`src/rtl/input_conditioner_if.sv`:
```
// input_conditioner_if: raw input pins and conditioned outputs of the input front-end
interface input_conditioner_if #(parameter int WIDTH = 8);
  logic [WIDTH-1:0] ui_in;
  logic [WIDTH-1:0] btn_level;
  logic [WIDTH-1:0] btn_rise;
  logic [WIDTH-1:0] btn_fall;
  logic             pause_pulse;
  logic             resume_pulse;
  logic [2:0]       speed;
  modport master (output ui_in, input btn_level, btn_rise, btn_fall, pause_pulse, resume_pulse, speed);
  modport slave  (input ui_in, output btn_level, btn_rise, btn_fall, pause_pulse, resume_pulse, speed);
endinterface

```
`src/rtl/input_conditioner.sv`:
```
// input_conditioner: synchronise, debounce and edge-detect ui_in; derive pause/resume strobes and speed
module input_conditioner #(
  parameter int WIDTH           = 8,
  parameter int SYNC_STAGES     = 2,
  parameter int DEBOUNCE_CYCLES = 4
) (
  input logic               clk,
  input logic               rst_n,
  input_conditioner_if.slave io
);
  localparam int CW = $clog2(DEBOUNCE_CYCLES + 1);
  logic [SYNC_STAGES-1:0][WIDTH-1:0] sync_q;
  logic [WIDTH-1:0][CW-1:0]          cnt;
  logic [WIDTH-1:0]                  sync, level, rise, fall, flip;
  logic                              pause, resume;
  logic [2:0]                        speed;
  assign sync = sync_q[SYNC_STAGES-1];
  for (genvar i = 0; i < WIDTH; i++) begin : g_flip
    assign flip[i] = (sync[i] != level[i]) && (cnt[i] == CW'(DEBOUNCE_CYCLES - 1));
  end
  always_ff @(posedge clk or negedge rst_n) begin
    if (!rst_n) begin
      sync_q <= '0;
      cnt    <= '0;
      level  <= '0;
      rise   <= '0;
      fall   <= '0;
      pause  <= 1'b0;
      resume <= 1'b0;
      speed  <= 3'd1;
    end else begin
      sync_q <= {sync_q[SYNC_STAGES-2:0], io.ui_in};
      for (int i = 0; i < WIDTH; i++) cnt[i] <= (sync[i] == level[i] || flip[i]) ? '0 : cnt[i] + CW'(1);
      level  <= level ^ flip;
      rise   <= flip & ~level;
      fall   <= flip & level;
      pause  <= flip[0] & ~level[0];
      // pause wins when both strobes would fire together
      resume <= flip[1] & ~level[1] & ~(flip[0] & ~level[0]);
      speed  <= level[7] ? 3'd6 : level[6] ? 3'd5 : level[5] ? 3'd4 :
                level[4] ? 3'd3 : level[3] ? 3'd2 : 3'd1;
    end
  end
  assign io.btn_level    = level;
  assign io.btn_rise     = rise;
  assign io.btn_fall     = fall;
  assign io.pause_pulse  = pause;
  assign io.resume_pulse = resume;
  assign io.speed        = speed;
endmodule

```
`src/flat_wrapper.sv`:
```
// flat-port wrapper written by rule: the top's interface ports become plain ports
module input_conditioner_flat 
#(
  parameter int WIDTH           = 8,
  parameter int SYNC_STAGES     = 2,
  parameter int DEBOUNCE_CYCLES = 4
)
  (clk, rst_n, io_ui_in, io_btn_level, io_btn_rise, io_btn_fall, io_pause_pulse, io_resume_pulse, io_speed);
  input_conditioner_if #(.WIDTH(WIDTH)) io_i ();
  input logic clk;
  input logic rst_n;
  input wire logic [$bits(io_i.ui_in)-1:0] io_ui_in;
  output wire logic [$bits(io_i.btn_level)-1:0] io_btn_level;
  output wire logic [$bits(io_i.btn_rise)-1:0] io_btn_rise;
  output wire logic [$bits(io_i.btn_fall)-1:0] io_btn_fall;
  output wire logic [$bits(io_i.pause_pulse)-1:0] io_pause_pulse;
  output wire logic [$bits(io_i.resume_pulse)-1:0] io_resume_pulse;
  output wire logic [$bits(io_i.speed)-1:0] io_speed;
  assign io_i.ui_in = io_ui_in;
  assign io_btn_level = io_i.btn_level;
  assign io_btn_rise = io_i.btn_rise;
  assign io_btn_fall = io_i.btn_fall;
  assign io_pause_pulse = io_i.pause_pulse;
  assign io_resume_pulse = io_i.resume_pulse;
  assign io_speed = io_i.speed;
  input_conditioner #(.WIDTH(WIDTH), .SYNC_STAGES(SYNC_STAGES), .DEBOUNCE_CYCLES(DEBOUNCE_CYCLES)) u_core (.clk(clk), .rst_n(rst_n), .io(io_i));
endmodule
```
`config.mk`:
```
export PLATFORM = sky130hd
export DESIGN_NAME = input_conditioner_flat
export DESIGN_NICKNAME = d
export VERILOG_FILES = /design/src/rtl/input_conditioner_if.sv /design/src/rtl/input_conditioner.sv /design/src/flat_wrapper.sv
export SDC_FILE = /design/constraint.sdc
export NUM_CORES = 1
export LEC_CHECK = 0
export CORE_ASPECT_RATIO = 1.1
export CORE_MARGIN = 5
export CORE_UTILIZATION = 35
export DETAILED_ROUTE_END_ITERATION = 10
export MAX_ROUTING_LAYER = met4
export REMOVE_ABC_BUFFERS = 1
export SLEW_MARGIN = 25
export SYNTH_ARGS = -nofsm -noshare
export SYNTH_HDL_FRONTEND = slang
export SYNTH_SLANG_ARGS = --single-unit
export TNS_END_PERCENT = 100
```
`constraint.sdc`:
```
create_clock -name clk -period 1.24 [get_ports clk]
set_input_delay 0.248 -clock clk [delete_from_list [all_inputs] [get_ports clk]]
set_output_delay 0.248 -clock clk [all_outputs]
set_load 0.01 [all_outputs]
```
==> impl_metrics.ini <==
[critical_path]
r2r_start = u_core.cnt[0]
critPathTopFamily = flip-flops
critPathMaxFanout = 1
rr_worst_depth = 3
worst-path-buf-inv = 1
cp_slowest_stage_delay_ps = 350
cpMaxStageDelayCell = dfrtp_1
end_kind = primary output
reg2reg_slack_ps = 50
start_kind = flip-flop
arrival_ps = 950
crit_chain = dlygate4sd2_1
critPathKind = reg -> out
crit_required_ps = 990

[synth]
yosysSeqAreaShare_pct = 70.6
muxShareOfSynthArea_pct = 1.87
avgSynthCellArea_um2 = 14.4
synth_cells = 167
synth_xor_area_share_pct = 2.90
synth_compound_area_share_pct = 1.50
synth_top_family_by_area = simple AND/OR/NAND/NOR gates
synth_area_um2 = 2410
ys.warnings.count = 0
synth_cell_types = 17
synth-adder-area-share_pct = 8.30
ys_ff_latch = 68
yosys.area_share.simple_pct = 12.7

[timing]
hold_slack_ps = 344
maxSlewViolCount = 0
hold_viol_final = 0
timing.setup.tns_ps = 0
clock.fmax_mhz = 836
fin_crit_sh_pct = 96.5
slew_headroom_pct = 76.1
tightestPinTransition_ps = 358
finClkSkew_ps = 6.24
layout_min_cycle_time_ps = 1200
setup_violations = 0

[finish]
layout.nets = 254
syn_to_final_growth_pct = 32.0
final_common_cell = dfrtp_1
mostFrequentLayoutCells = dfrtp_1, clkdlybuf4s15_1, nor3_1
fin_area_um2 = 3180
num_antenna_cells = 0
drive_above_1_share_pct = 19.8
post-route-util_pct = 48.0
fill_cells = 597

[routing]
routedWlPerCell_um = 11.7
vias = 1394
postRouteAntennaNets = 0
wl_um = 3660
dr.first_iter.drc_count = 53
firstDrtPassIters = 4
drc = 0
viasPerCell = 4.44

[clock_tree]
cts_buffers = 9
htree_levels = 3
cts.sinks = 68
cts_buffer_depth = 2
cts-root-buf = clkbuf_8
insertion_delay_ps = 320
tritoncts = built
path_clk_slew_ps = 70

[placed_design]
placed_area_um2 = 2990
gp_congestion = 0.681
dpl.hpwl_um = 2630
io_buffers = 38

[worst_hold_path]
hold_class = reg -> reg
hold_end = u_core.sync[2]
whs_path_depth = 0
worstHoldStart = u_core.sync_q[2]

[floorplanning]
dieHeight_um = 97.1
rows = 31
die_w_um = 89.2
fp.coreArea_um2 = 6630
initial_core_util_pct = 36.4
io_pins = 39
dieArea_um2 = 8650

[grt]
grt_util_all_layers_pct = 9.96
grt_pass1_vias = 1434
grt_antenna_before_repair = 0
grt_max_degree = 40
grt_pass1_wl_um = 6420
grt_overflow = 0

[power_and_ir_drop]
power.leakage_nw = 1.52
vdd_drop_max_uv = 1030
power_density_nw_per_um2 = 2010

[status]
status = finished, final reports clean

[flow_run]
maxCapViolCount = 0
==> routing by layer <==
metal / up-vias / track usage (%) / part of all wire (%)
met4: 0 / 6.19 / 2.2
met1: 675 / 11.9 / 44
met3: 7 / 2.71 / 4.8
met5: - / - / 0
li1: 685 / - / -
met2: 27 / 14.7 / 49
==> cell type report <==
type / count / area [um^2] / area share [%]
Clock buffer: 13 / 159 / 4.99
Clock inverter: 2 / 10.0 / 0.314
Inverter: 12 / 45.0 / 1.41
Tap cell: 82 / 103 / 3.22
Timing Repair Buffer: 51 / 475 / 14.9
Multi-Input combinational cell: 86 / 689 / 21.7
Sequential cell: 68 / 1700 / 53.5
==> how the worst max path moves through the flow <==
stage,startpoint,to,cells after the start
after global placement,u_core.io.speed[0],io_speed[0],1
after global routing,u_core.cnt[3],flip-flop,4
after floorplan,u_core.cnt[9],flip-flop,3
after detailed placement,u_core.io.speed[0],io_speed[0],1
final,u_core.io.btn_fall[5],io_btn_fall[5],1
after CTS,u_core.cnt[15],flip-flop,3
==> repair_timing <==
item                                   CTS  global route
gates resized for setup                 49            18
endpoints found under the hold margin   67             0
hold buffers                             1             0
setup buffers                            0             1
setup endpoints to repair               30            17
==> cell families after synthesis <==
family,after synthesis
AND/OR/NAND/NOR,52
XOR/XNOR,8
flip-flops,68
buffers and inverters,13
adder cells (fa/ha/maj),16
multiplexers,4
AO/OA/AOI/OAI,6
==> power breakdown <==
group	internal, W	switching [W]
combinational	0.000986	0.000911
sequential	0.00274	0.000212
clock	0.000819	0.000734
==> cells in the mapped netlist, drive strengths merged <==
library cell  instances  area share (%)
nor3                 17             3.5
o31ai                 1            0.31
xnor2                 8             2.9
nor2                 10             1.6
and3b                 5             1.8
nand2                 8             1.2
o21ai                 4            0.83
or3                   1            0.26
buf                   1            0.31
nor3b                11             4.3
a221oi                1            0.36
dfrtp                67              70
ha                   16             8.3
inv                  12             1.9
dfstp                 1             1.1
mux2                  4             1.9
==> metrics by stage <==
step	power [W]	cells	setup WS (ps)
2_1_floorplan	0.00406	166	61.6
3_3_place_gp	0.00496	297	-22.4
3_5_place_dp	0.00501	297	-21.9
4_1_cts	0.00649	313	0.648
5_1_grt	0.00690	314	-2.75
6_report	0.00640	314	43.5
Note: power is estimated with default switching activity, not from simulation.
==> RTL edit, RTL diff (same flow settings) <==
`SYNC_STAGES` is set to 2 in 2 places; all go to 4.
--- a/src/rtl/input_conditioner.sv
+++ b/src/rtl/input_conditioner.sv
@@ -1,7 +1,7 @@
 // input_conditioner: synchronise, debounce and edge-detect ui_in; derive pause/resume strobes and speed
 module input_conditioner #(
   parameter int WIDTH           = 8,
-  parameter int SYNC_STAGES     = 2,
+  parameter int SYNC_STAGES     = 4,
   parameter int DEBOUNCE_CYCLES = 4
 ) (
   input logic               clk,
--- a/src/flat_wrapper.sv
+++ b/src/flat_wrapper.sv
@@ -2,7 +2,7 @@
 module input_conditioner_flat 
 #(
   parameter int WIDTH           = 8,
-  parameter int SYNC_STAGES     = 2,
+  parameter int SYNC_STAGES     = 4,
   parameter int DEBOUNCE_CYCLES = 4
 )
   (clk, rst_n, io_ui_in, io_btn_level, io_btn_rise, io_btn_fall, io_pause_pulse, io_resume_pulse, io_speed);
Check against the original RTL: not equivalent (Yosys sat finds a counterexample within 10 cycles, from zero or initial values and one cycle with rst_n low).
==> RTL edit against the original RTL <==
  * Count of clock-buffer cells in the layout down 1
  * Total power up 11%
  * Register-to-register slack better by 0.02 ns
  * Area after synthesis up 16%
  * Routed wire length up 8.7%
  * Clock power up 11%
  * Cell area up 13%
  * Setup slack worse by 0.010 ns
  * Sequential cell count up 16
==> RTL edit: results (changes against the original RTL) <==
Setup WS pre-CTS: -0.0331 ns (was -0.0219 ns)
Fin Hold WS: 0.342 ns (was 0.344 ns)
relative slew slack: 76.1% (about the same)
Placer Congestion: 0.729 (was 0.681)
cell count after placement: 340 (was 297)
Syn Area/Cell: 15.4 um2 (was 14.4 um2)
Wirelength per Cell: 11.2 um (was 11.7 um)
Synth top cells by count: 83 x dfrtp_1, 17 x nor3_1, 16 x ha_1 (was 67 x dfrtp_1, 17 x nor3_1, 16 x ha_1)
largest net degree at the start of global routing: 34 (was 40)
status: completed (unchanged)
crit-path max FO: 1 (unchanged)
final std cells w/o fill: 356 (was 314)
post-DP HPWL: 2.84 mm (was 2.63 mm)
CTS max path bufs: 2 (unchanged)
Post-Synth Adder-Cell Area: 7.12% (was 8.30%)
Critical Path AT: 0.96 ns
Clock Skew: 0.00559 ns (was 0.00624 ns)
HP Class: in2reg (was reg2reg)
asr flop ratio synth: 100% (unchanged)
diodes inserted: 0 (unchanged)
fin nets: 270 (was 254)
Compound-Gate Fraction of Synth Area: 1.47% (was 1.50%)
register area share after synthesis: 74.8% (was 70.6%)
wire length of the first global-routing pass: 7.20 mm (was 6.42 mm)
DRT iter0 DRCs: 90 (was 53)
ranking of synthesized cells by area: dfrtp_1 74%, ha_1 7.1%, nor3_1 3.0% (was dfrtp_1 70%, ha_1 8.3%, nor3_1 3.5%)
number of global-route vias before repair: 1,576 (was 1,434)
Fillers: 728 (was 597)
post-synth cell types: 17 (unchanged)
fmax: 0.829 GHz (was 0.836 GHz)
Post-Synth XOR/XNOR Area: 2.49% (was 2.90%)
VDD IR max: 710 uV (was 1030 uV)
via/cell ratio: 4.22 (was 4.44)
area share of the largest cell type after synthesis: 73.9% (was 69.5%)
r2r setup slk: 0.07 ns (was 0.05 ns)
Worst-Skew Late Latency: 0.33 ns
multiplexer area fraction after synthesis: 1.20% (was 1.87%)
share of cells above drive strength 1: 21.8% (was 19.8%)
GRT Resource Usage Total: 9.68% (was 9.96%)
P_leak: 1.67 nW (was 1.52 nW)
biggest regs: u_core.cnt: 24 flops, u_core.sync_q: 24 flops
Worst path max stage delay: 0.53 ns (was 0.35 ns)
Critical Path Slowest Stage Cell: dfstp_2 (was dfrtp_1)
RTL edit: cell count changes after synthesis:
cell,change
mux2_2,-1
dfrtp_1,+16
inv_1,+1
nor2_1,-1
nand2_1,-1
nor3b_1,+1
o21ai_0,+1
RTL edit: cell type report:
cell class	count	area share, %
timing repair buffer	51	12.2
inverter	13	1.36
multi-input combinational	85	19.2
sequential	84	58.6
clock buffer	12	4.32
clock inverter	3	0.627
tap	108	3.76
RTL edit: per-stage QoR:
step	instance area [um2]	TNS (ns)
2_1_floorplan	2800	0
3_3_place_gp	3420	-0.0287
3_5_place_dp	3420	-0.0476
4_1_cts	3600	0
5_1_grt	3590	-0.0157
6_report	3590	0
RTL edit: layer usage:
| layer | vias up | track usage (%) | part of all wire (%) |
|---|---|---|---|
| met4 | 0 | 4.88 | 2.4 |
| met3 | 9 | 3.33 | 4.1 |
| met1 | 736 | 11.6 | 45 |
| met2 | 26 | 14.5 | 48 |
| li1 | 732 | - | - |
| met5 | - | - | 0 |
RTL edit: logic make-up (layout without fill, tap and decap cells):
family / count (synthesis) / in the layout
multiplexers: 3 / 3
AND/OR/NAND/NOR: 51 / 51
adder cells (fa/ha/maj): 16 / 16
flip-flops: 84 / 84
AO/OA/AOI/OAI: 7 / 7
XOR/XNOR: 8 / 8
buffers and inverters: 14 / 79
RTL edit: worst paths after layout:
kind | start | to | cells past startpoint
min reg2reg | u_core.sync_q[6] | u_core.sync_q[14] | 0
min in group asynchronous | rst_n | async pin | 2
max | u_core.io.speed[0] | io_speed[0] | 1
max in group asynchronous | rst_n | u_core.sync_q[20] | 3
min | io_ui_in[2] | u_core.sync_q[2] | 1
max reg2reg | u_core.cnt[9] | flip-flop | 3
RTL edit: what timing repair did:
item	CTS	global route
endpoints found under the hold margin	22	0
hold buffers	1	0
gates resized for setup	62	21
endpoints found under the setup margin	32	21
RTL edit: power breakdown:
group	internal, mW	leakage [nW]	switching, mW
sequential	3.28	1.06	0.222
clock	0.827	0.0807	0.896
combinational	0.935	0.533	0.914
